**config.mk**
```make
export PLATFORM = sky130hd
export DESIGN_NAME = bitrev_sched
export DESIGN_NICKNAME = d
export VERILOG_FILES = /design/src/rtl/bitrev_pkg.sv /design/src/rtl/bitrev_serial.sv /design/src/rtl/bitrev_sched.sv
export SDC_FILE = /design/constraint.sdc
export NUM_CORES = 1
export LEC_CHECK = 0
export CAP_MARGIN = 20
export CORE_UTILIZATION = 48
export DETAILED_ROUTE_END_ITERATION = 10
export PLACE_DENSITY = 0.85
export SETUP_SLACK_MARGIN = 0.5
export SYNTH_ARGS = -nofsm -noshare
export SYNTH_HDL_FRONTEND = slang
export SYNTH_SLANG_ARGS = --single-unit
```
**constraint.sdc**
```tcl
create_clock -name clk -period 5.1 [get_ports clk]
set_input_delay 0.51 -clock clk [delete_from_list [all_inputs] [get_ports clk]]
set_output_delay 0.51 -clock clk [all_outputs]
set_load 0.03 [all_outputs]
```
**src/rtl/bitrev_pkg.sv**
```systemverilog
// Shared types and helpers for the bit-reverse scheduler.
package bitrev_pkg;

    typedef enum logic [1:0] {
        IDLE,
        SHIFT,
        RESP
    } bitrev_state_e;

    localparam int unsigned DATA_W_DEF = 8;

    // Round-robin pick: first set bit of valid[0 +: n] searching from last+1 with wrap.
    // Returns last when nothing is valid; callers only use the result when a bit is set.
    function automatic int rr_pick(input logic [31:0] valid, input int last, input int n);
        int idx;
        rr_pick = last;
        // Walk offsets from farthest to nearest so the nearest valid index wins.
        for (int k = n; k >= 1; k--) begin
            idx = (last + k) % n;
            if (valid[idx[4:0]]) begin
                rr_pick = idx;
            end
        end
    endfunction

    // Golden reversal: out[i] = in[DATA_W_DEF-1-i].
    function automatic logic [DATA_W_DEF-1:0] bit_reverse(input logic [DATA_W_DEF-1:0] data);
        for (int i = 0; i < int'(DATA_W_DEF); i++) begin
            bit_reverse[i] = data[int'(DATA_W_DEF) - 1 - i];
        end
    endfunction

endpackage

```
**src/rtl/bitrev_serial.sv**
```systemverilog
// Serial bit-reverse engine: one operand bit moves into the result per cycle.
module bitrev_serial
    import bitrev_pkg::*;
#(
    parameter int unsigned DATA_W = DATA_W_DEF
) (
    input  logic              clk,
    input  logic              rst_n,
    input  logic              start,
    input  logic [DATA_W-1:0] din,
    output logic              done,
    output logic [DATA_W-1:0] dout
);

    localparam int unsigned CNT_W = (DATA_W > 1) ? $clog2(DATA_W) : 1;

    logic [DATA_W-1:0] src;
    logic [DATA_W-1:0] result;
    logic [CNT_W-1:0]  cnt;
    logic              running;

    // High during the final shift cycle; the edge that completes it enters RESP.
    assign done = running && (cnt == CNT_W'(DATA_W - 1));
    assign dout = result;

    // Load on start, then shift LSB-first from src into the result's LSB.
    always_ff @(posedge clk or negedge rst_n) begin
        if (!rst_n) begin
            src     <= '0;
            result  <= '0;
            cnt     <= '0;
            running <= 1'b0;
        end else if (start) begin
            src     <= din;
            result  <= '0;
            cnt     <= '0;
            running <= 1'b1;
        end else if (running) begin
            result <= (result << 1) | DATA_W'(src[0]);
            src    <= src >> 1;
            cnt    <= cnt + 1'b1;
            if (done) begin
                running <= 1'b0;
            end
        end
    end

endmodule

```
**src/rtl/bitrev_sched.sv**
```systemverilog
// Round-robin scheduler sharing one serial bit-reverse engine among NUM_REQ requesters.
module bitrev_sched
    import bitrev_pkg::*;
#(
    parameter int unsigned NUM_REQ = 4,
    parameter int unsigned DATA_W  = DATA_W_DEF,
    localparam int unsigned ID_W   = (NUM_REQ > 1) ? $clog2(NUM_REQ) : 1
) (
    input  logic                      clk,
    input  logic                      rst_n,
    input  logic [NUM_REQ-1:0]        req_valid,
    input  logic [NUM_REQ*DATA_W-1:0] req_data,
    output logic [NUM_REQ-1:0]        req_ready,
    output logic                      rsp_valid,
    output logic [DATA_W-1:0]         rsp_data,
    output logic [ID_W-1:0]           rsp_id,
    input  logic                      rsp_ready,
    output logic                      busy
);

    bitrev_state_e     state_q, state_d;
    logic [ID_W-1:0]   last_grant;
    logic [ID_W-1:0]   id_q;
    int                grant_idx;
    logic [DATA_W-1:0] operand;
    logic              start;
    logic              done;

    // Winner of the current arbitration round and its operand.
    always_comb begin
        grant_idx = rr_pick(32'(req_valid), int'(last_grant), int'(NUM_REQ));
        operand   = '0;
        for (int i = 0; i < int'(NUM_REQ); i++) begin
            if (i == grant_idx) begin
                operand = req_data[i*DATA_W +: DATA_W];
            end
        end
    end

    // Next state and the one-hot accept strobe, which exists only in IDLE.
    always_comb begin
        state_d   = state_q;
        req_ready = '0;
        start     = 1'b0;
        case (state_q)
            IDLE: begin
                if (|req_valid) begin
                    for (int i = 0; i < int'(NUM_REQ); i++) begin
                        req_ready[i] = (i == grant_idx);
                    end
                    start   = 1'b1;
                    state_d = SHIFT;
                end
            end
            SHIFT: begin
                if (done) begin
                    state_d = RESP;
                end
            end
            RESP: begin
                if (rsp_ready) begin
                    state_d = IDLE;
                end
            end
            default: state_d = IDLE;
        endcase
    end

    // State, round-robin pointer and response tag; reset makes requester 0 win first.
    always_ff @(posedge clk or negedge rst_n) begin
        if (!rst_n) begin
            state_q    <= IDLE;
            last_grant <= ID_W'(NUM_REQ - 1);
            id_q       <= '0;
        end else begin
            state_q <= state_d;
            if (start) begin
                last_grant <= ID_W'(grant_idx);
                id_q       <= ID_W'(grant_idx);
            end
        end
    end

    bitrev_serial #(
        .DATA_W (DATA_W)
    ) u_serial (
        .clk   (clk),
        .rst_n (rst_n),
        .start (start),
        .din   (operand),
        .done  (done),
        .dout  (rsp_data)
    );

    assign rsp_valid = (state_q == RESP);
    assign rsp_id    = id_q;
    assign busy      = (state_q != IDLE);

endmodule
```
==> flow_summary.toml, run 1 <==
[run_status]
status = "complete, no violations"

[route]
totalWireLength_mm = 3.412
vias_per_cell = 5.520
final_antenna_net_count = 0
drt_iter0_drc = 34
wl_per_cell_um = 13.65
drc = 0
first_pass_iters = 4
vias = 1380

[sta]
hold_viol = 0
worst_pin_slew_ns = 1.064
finalCritPeriodShare_pct = 69.75
drv_slew = 0
rsz0062_at_grt = "no"
relSlewSlack_pct = 29.09
finalCriticalPeriod_ns = 3.557
skew_ns = 0.008146
setup_tns_ns = 0
setup_viol = 0
max_freq_ghz = 0.2811

[yosys]
synth_top_area_share_pct = 38.90
synth_top_area_cell = "dfrtp_1"
ys_ff_latch = 26
ys_async_sr_fraction_pct = 100.0
synthTopCellsByArea = "dfrtp_1 (39%), mux2i_1 (9.1%), and3_1 (4.5%)"
syn_inst = 156
yosys.cell_types.count = 40
yosysSeqAreaShare_pct = 42.30
syn_nets = 197
synth_common_cells = "dfrtp_1 (24), nor2_1 (15), mux2i_1 (14)"
synth_area_per_cell_um2 = 9.897
ys.warnings.count = 0
synthFlopType = "dfrtp_1"
syn_area_um2 = 1544
synth-edff-count = 0
synth_most_common_cell = "dfrtp_1"

[layout]
fin_area_um2 = 2156
diodes = 0
layout-drive-gt1-share_pct = 8.252
nFillCells = 263
areaGrowthSynthToFinish_pct = 39.63
final_nets = 248

[cts]
post_cts_buffers = 0
cts-root-buf = "clkbuf_4"
clock-sinks = 26
clk_path_buf_depth = 2
h-tree-depth = 1
path_clk_slew_ns = 0.14
cts-resized-gates = 0
cts_tree = "done"
cts_buffers = 3
insertion_delay_ns = 0.31
cts-hold-fix-buffers = 0

[critical_path]
required_ns = 4.59
r2r.worst_path.cells = 4
crit_fanout = 15
critPathKind = "in -> out"
arrival_ns = 3.05
endpoint_kind = "primary output"
start_kind = "primary input"

[floorplanning]
initial_utilization_pct = 50.57
rows = 20
coreArea_um2 = 3053
die_w_um = 58.72
dieHeight_um = 58.72
dieArea_um2 = 3447
io_pins = 55

[placed_design]
io_buffers = 54
placed_area_um2 = 2092
place_congestion = 0.7815
dp_hpwl_mm = 2.618

[grt]
grt_max_degree = 27
antenna_found_initial = 0
grt.total_usage_pct = 20.62
grt_pass1_vias = 1270
grt_first_pass_wirelength_mm = 5.326
grt.overflow.total = 0

[power_and_ir_drop]
p_leak_nw = 0.9306
p_per_area_nw_per_um2 = 536.0
ir_drop_v = 0.0002607

[flow_run]
cap_violations = 0

[hold_path]
hp-class = "in -> async"
routing by layer:
metal,GRT usage (%),up-vias,routed length (um)
met2,38.42,43,1718
met4,7.823,0,40
met3,1.758,2,131
met1,24.61,650,1522
met5,0,-,0
li1,-,685,-
power by group:
group	leakage (nW)	switching, mW	internal, mW	total, mW
Clock	0.0210	0.0576	0.0435	0.101
Combinational	0.588	0.335	0.307	0.642
Sequential	0.321	0.105	0.308	0.412
Total	0.931	0.497	0.658	1.16
through the flow:
step | hold slack, ns | std cells | worst slack, ns | total power, mW | utilization (%)
after floorplan | 0.2144 | 156 | 2.515 | 0.8706 | -
after global placement | 0.4434 | 245 | 1.646 | 1.035 | 68.52
after detailed placement | 0.4786 | 245 | 1.542 | 1.058 | 68.52
after CTS | 0.4995 | 249 | 1.532 | 1.156 | 69.71
after global routing | 0.4322 | 250 | 1.322 | 1.247 | 70.61
final | 0.4387 | 250 | 1.543 | 1.156 | 70.61
sequential cells by signal, indices dropped and copies added, names as in the netlist:
| signal | count |
|---|---|
| u_serial.dout | 8 |
| u_serial.src | 8 |
| u_serial.cnt | 3 |
| last_grant | 2 |
| rsp_id | 2 |
| state_q | 2 |
| u_serial.running | 1 |
layout by cell type (no fill, tap or decap), types with 2 or more instances in the layout:
cell type         n
nor4b_1           2
inv_1             2
ha_1              2
a21oi_1           2
nand3_1           2
a211oi_1          6
o21ai_0           4
nor3_1            3
o21ai_1           6
nand2b_1          5
mux2_2            3
dfstp_2           2
a221oi_1          4
a211oi_2          2
o21a_1            2
o31ai_1           5
a22oi_1           3
a21boi_1          4
clkbuf_4          3
nor2b_1           4
mux2i_1          14
and3_1           11
and2_1            2
dfrtp_1          24
clkdlybuf4s50_1  54
nand2_1           6
nor2_1           15
worst max-delay path: stages:
cell             delay [ns]
clkdlybuf4s50_1        0.56
nor2_1                 0.12
a21oi_1                0.83
nand2_1                0.21
nor2_1                 0.14
clkdlybuf4s50_1        0.68
path summary, 6_finish.rpt:
path	startpoint	endpoint	slack, ns
setup / recovery	req_valid[1]	req_ready[0]	1.54
hold / removal	rst_n	u_serial.dout[6]$_DFFE_PN0P_	0.44
setup reg to reg	state_q[1]$_DFFE_PN0P_	rsp_id[0]$_DFFE_PN0P_	3.04
hold reg to reg	state_q[1]$_DFFE_PN0P_	state_q[0]$_DFFE_PN0P_	0.49
max in group asynchronous	rst_n	last_grant[0]$_DFFE_PN1P_	4.17
min in group clk	state_q[1]$_DFFE_PN0P_	state_q[0]$_DFFE_PN0P_	0.49
final cells by class:
class	instances	area (um2)	share of cell area (%)
repair buffers	55	568.0	26.35
well taps	44	55.05	2.554
inverters	2	7.507	0.3482
multi-input cells	119	835.8	38.77
flip-flops and latches	26	653.1	30.30
clock buffers	4	36.28	1.683
kinds of logic (layout without fill, tap and decap cells):
| logic type | Yosys count | in the layout | share of synthesized area (%) |
|---|---|---|---|
| multiplexers | 17 | 17 | 11.26 |
| buffers and inverters | 11 | 61 | 3.565 |
| adder cells (fa/ha/maj) | 2 | 2 | 1.620 |
| flip-flops | 26 | 26 | 42.30 |
| AND/OR/NAND/NOR | 54 | 54 | 18.80 |
| XOR/XNOR | 1 | 1 | 0.5674 |
| AO/OA/AOI/OAI | 45 | 45 | 21.88 |
No activity file was read; power rests on OpenSTA's default activity.
==> inputs of run 2 (changes only) <==
- CORE_UTILIZATION: 48 -> 45
- PLACE_DENSITY: 0.85 -> 0.8
- clock period: 5.1 -> 3.7 ns (I/O delays scaled with it)
==> flow_summary.toml, run 2 (synthesis results as in run 1) <==
[run_status]
status = "complete, no violations"

[sta]
finalCriticalPeriod_ns = 2.990
hold_viol = 0
relSlewSlack_pct = 35.72
drv_slew = 0
setup_viol = 0
hold_slack_ns = 0.4268
skew_ns = 0.01448
max_freq_ghz = 0.3345
finalCritPeriodShare_pct = 80.80
worst_pin_slew_ns = 0.9643
rsz0062_at_grt = "no"
setup_tns_ns = 0

[floorplanning]
die_w_um = 60.58
dieHeight_um = 60.58
rows = 20
initial_utilization_pct = 48.97
dieArea_um2 = 3669
io_pins = 55
coreArea_um2 = 3153

[cts]
cts_buffers = 3
path_clk_slew_ns = 0.15
cts-root-buf = "clkbuf_4"
post_cts_buffers = 0
cts-resized-gates = 0
insertion_delay_ns = 0.34
clk_path_buf_depth = 2
cts_tree = "done"
clock-sinks = 26
h-tree-depth = 1
cts-hold-fix-buffers = 0

[critical_path]
required_ns = 3.33
startpoint = "last_grant[0]$_DFFE_PN1P_"
crit_path_top_delay_cell = "clkdlybuf4s50_1"
start_kind = "flip-flop"
rr_startpoint = "last_grant[0]$_DFFE_PN1P_"
max_stage_delay_ns = 0.66
endpoint_kind = "primary output"
critPathKind = "reg -> out"
path_cells = "nor4b_1 > a31oi_1 > o22ai_1 > and2_1 > clkdlybuf4s50_1"
crit_fanout = 8
critPathTopFamily = "buffers and inverters"
cp_num_buf_inv = 1
arrival_ns = 2.62

[route]
totalWireLength_mm = 3.645
drc = 0
vias_per_cell = 5.618
vias = 1427
drt_iter0_drc = 57
first_pass_iters = 4
wl_per_cell_um = 14.35
final_antenna_net_count = 0

[placed_design]
place_congestion = 0.8038
placed_area_um2 = 2122
io_buffers = 54
dp_hpwl_mm = 2.863

[grt]
antenna_found_initial = 0
grt.total_usage_pct = 22.28
grt_max_degree = 27
grt_pass1_vias = 1387
grt.overflow.total = 0
grt_first_pass_wirelength_mm = 6.037

[layout]
layout-drive-gt1-share_pct = 10.00
final_nets = 252
areaGrowthSynthToFinish_pct = 40.76
mostFrequentLayoutCell = "clkdlybuf4s50_1"
fin_area_um2 = 2173
layout_common_cells = "clkdlybuf4s50_1 (54), dfrtp_1 (24), nor2_1 (15)"
diodes = 0

[hold_path]
hp-class = "in -> async"

[power_and_ir_drop]
ir_drop_v = 0.0002788
p_leak_nw = 0.9443
p_per_area_nw_per_um2 = 754.2

[flow_run]
cap_violations = 0
[run 2: cell count changes in the layout (fill, tap and decap cells not counted)]
| cell | previous run | this run |
|---|---|---|
| buf_8 | 0 | 1 |
| buf_4 | 0 | 4 |
| buf_16 | 1 | 0 |
[run 2: final cells by class]
| class | count | area (um2) |
|---|---|---|
| clock buffers | 4 | 36.28 |
| fillers | 278 | 979.7 |
| inverters | 2 | 7.507 |
| multi-input cells | 119 | 835.8 |
| flip-flops and latches | 26 | 653.1 |
| well taps | 44 | 55.05 |
| repair buffers | 59 | 585.6 |
[run 2: worst reg2reg max path, delay by kind of cell, from the launching register on]
| kind | cells | cell delay, ns |
|---|---|---|
| AOI/OAI and AO/OA | 2 | 0.38 |
| DFF | 1 | 0.61 |
| and+or+nand+nor | 3 | 0.64 |
| buffers and inverters | 1 | 0.20 |
[run 2: final timing paths]
check	end	slack [ns]	cells past startpoint
worst min register to register	state_q[0]$_DFFE_PN0P_	0.48	1
max in group asynchronous	last_grant[1]$_DFFE_PN1P_	2.65	2
min in group clk	state_q[0]$_DFFE_PN0P_	0.48	1
worst max-delay path	req_ready[1]	0.71	5
worst max register to register	u_serial.src[3]$_DFFE_PN0P_	1.76	6
worst min-delay path	u_serial.dout[0]$_DFFE_PN0P_	0.43	1
[run 2: per-layer routing]
layer / global-route usage, % / wire length (um)
met1: 26.68 / 1596
met2: 40.03 / 1834
met3: 2.345 / 139
met4: 10.39 / 74
met5: 0 / 0
[run 2: through the flow]
stage	cells	setup WS (ns)	utilization (%)	power [mW]
6_report	254	0.7103	68.93	1.639
5_1_grt	254	0.5663	68.93	1.765
2_1_floorplan	156	1.284	-	1.200
3_5_place_dp	249	0.7499	67.30	1.499
3_3_place_gp	249	0.8749	67.30	1.463
4_1_cts	253	0.7261	68.45	1.642
[run 2: where the power goes]
| group | switching (mW) | internal (mW) |
|---|---|---|
| combinational | 0.476 | 0.446 |
| clock | 0.0876 | 0.0604 |
| sequential | 0.146 | 0.424 |
==> inputs of run 3 (changes only) <==
- clock period: 3.7 -> 3.1 ns (I/O delays scaled with it)
==> flow_summary.toml, run 3 (synthesis results as in run 1) <==
[run_status]
status = "complete, no violations"

[critical_path]
rr_startpoint = "last_grant[0]$_DFFE_PN1P_"
crit_fanout = 17
cp_num_buf_inv = 2
required_ns = 2.79
critPathTopFamily = "buffers and inverters"
r2r.worst_path.cells = 6
critPathKind = "in -> out"
rrSetupSlack_ns = 1.14
path_cells = "clkdlybuf4s50_1 > nor2b_1 > o21ai_4 > and2_1 > nor3_1 > dlygate4sd2_1"
startpoint = "req_valid[3]"
max_stage_delay_ns = 0.55
worstReg2RegEnd = "u_serial.src[7]$_DFFE_PN0P_"
endpoint_kind = "primary output"
crit_path_top_delay_cell = "clkdlybuf4s50_1"
arrival_ns = 2.22
start_kind = "primary input"

[hold_path]
hp-class = "in -> async"

[route]
drc = 0
final_antenna_net_count = 0
drt_iter0_drc = 82
first_pass_iters = 4
wl_per_cell_um = 14.50
totalWireLength_mm = 3.713
vias_per_cell = 5.602
vias = 1434

[sta]
worst_pin_slew_ns = 1.007
setup_tns_ns = 0
rsz0062_at_grt = "no"
hold_slack_ns = 0.2537
drv_slew = 0
hold_viol = 0
finalCritPeriodShare_pct = 81.71
setup_viol = 0
relSlewSlack_pct = 32.84
skew_ns = 0.001337
max_freq_ghz = 0.3948
finalCriticalPeriod_ns = 2.533

[flow_run]
cap_violations = 0

[floorplanning]
die_w_um = 60.58
dieArea_um2 = 3669
io_pins = 55
initial_utilization_pct = 48.97
rows = 20
dieHeight_um = 60.58
coreArea_um2 = 3153

[cts]
cts_buffers = 3
cts_tree = "done"
cts-root-buf = "clkbuf_4"
clk_path_buf_depth = 2
path_clk_slew_ns = 0.14
cts-hold-fix-buffers = 0
h-tree-depth = 1
insertion_delay_ns = 0.31
post_cts_buffers = 0
clock-sinks = 26

[power_and_ir_drop]
p_per_area_nw_per_um2 = 898.7
netSwitchingFraction_pct = 43.47
internal-power_mw = 1.116
sequentialPowerShare_pct = 34.9
ir_drop_v = 0.0003426
fin_total_pwr_mw = 1.973
p_leak_nw = 0.9725
clock_power_share_pct = 8.7
p_switching_mw = 0.8579
combPwrFrac_pct = 56.5

[layout]
mostFrequentLayoutCell = "clkdlybuf4s50_1"
layout-drive-gt1-share_pct = 11.79
final_cell_count_no_fill = 256
final_nets = 254
fin_area_um2 = 2196
areaGrowthSynthToFinish_pct = 42.22
diodes = 0
nFillCells = 263
layout_common_cells = "clkdlybuf4s50_1 (50), dfrtp_1 (24), nor2_1 (15)"

[grt]
grt.total_usage_pct = 22.12
antenna_found_initial = 0
grt_first_pass_wirelength_mm = 6.072
grt_max_degree = 27
grt.overflow.total = 0
grt_pass1_vias = 1398

[placed_design]
placed_area_um2 = 2137
io_buffers = 54
place_congestion = 0.8097
dp_hpwl_mm = 2.886
dp.cells = 251
[run 3: cell types whose count changed in the layout (fill, tap and decap cells not counted)]
| cell | delta |
|---|---|
| buf_16 | +1 |
| buf_8 | -1 |
| buf_4 | +2 |
| o21ai_4 | +1 |
| dlygate4sd2_1 | +2 |
| clkdlybuf4s50_1 | -4 |
| o21ai_2 | -1 |
| clkbuf_2 | +2 |
[run 3: cell type report]
| type | count | area [um2] | area share [%] |
|---|---|---|---|
| Clock buffer | 4 | 36.28 | 1.652 |
| Inverter | 2 | 7.507 | 0.3419 |
| Multi-Input combinational cell | 119 | 843.3 | 38.40 |
| Sequential cell | 26 | 653.1 | 29.74 |
| Tap cell | 44 | 55.05 | 2.507 |
| Timing Repair Buffer | 61 | 600.6 | 27.35 |
[run 3: power by group through the flow]
| stage | clock [mW] | sequential (mW) | combinational (mW) |
|---|---|---|---|
| after floorplan | 0 | 0.702 | 0.730 |
| after global placement | 0 | 0.675 | 1.08 |
| after detailed placement | 0 | 0.690 | 1.11 |
| after CTS | 0.170 | 0.686 | 1.12 |
| after global routing | 0.187 | 0.712 | 1.23 |
| final | 0.171 | 0.688 | 1.11 |
[run 3: routing by layer]
layer  global-route usage (%)  vias up  routed length [um]
met4                    5.844        0                  38
met2                    40.97       53                1924
met3                    1.919        4                 144
met5                        0        -                   0
met1                    27.57      683                1605
li1                         -      694                   -
[run 3: worst max path at each step]
stage	end	slack [ns]	cells past startpoint
5_1_grt	req_ready[3]	0.53	5
2_1_floorplan	req_ready[2]	0.74	6
4_1_cts	req_ready[3]	0.58	6
3_5_place_dp	req_ready[3]	0.29	6
3_3_place_gp	req_ready[0]	0.41	6
6_report	req_ready[3]	0.57	6
[run 3: metrics by stage]
step,util [%],setup WS [ns]
after CTS,69.01,0.5847
final,69.64,0.5670
after global routing,69.64,0.5254
after global placement,67.78,0.4064
after detailed placement,67.78,0.2943
after floorplan,-,0.7440
[run 3: what timing repair did]
item,4_1_cts,5_1_grt
gates resized for setup,5,5
endpoints found under the setup margin,4,2
gates cloned,0,0
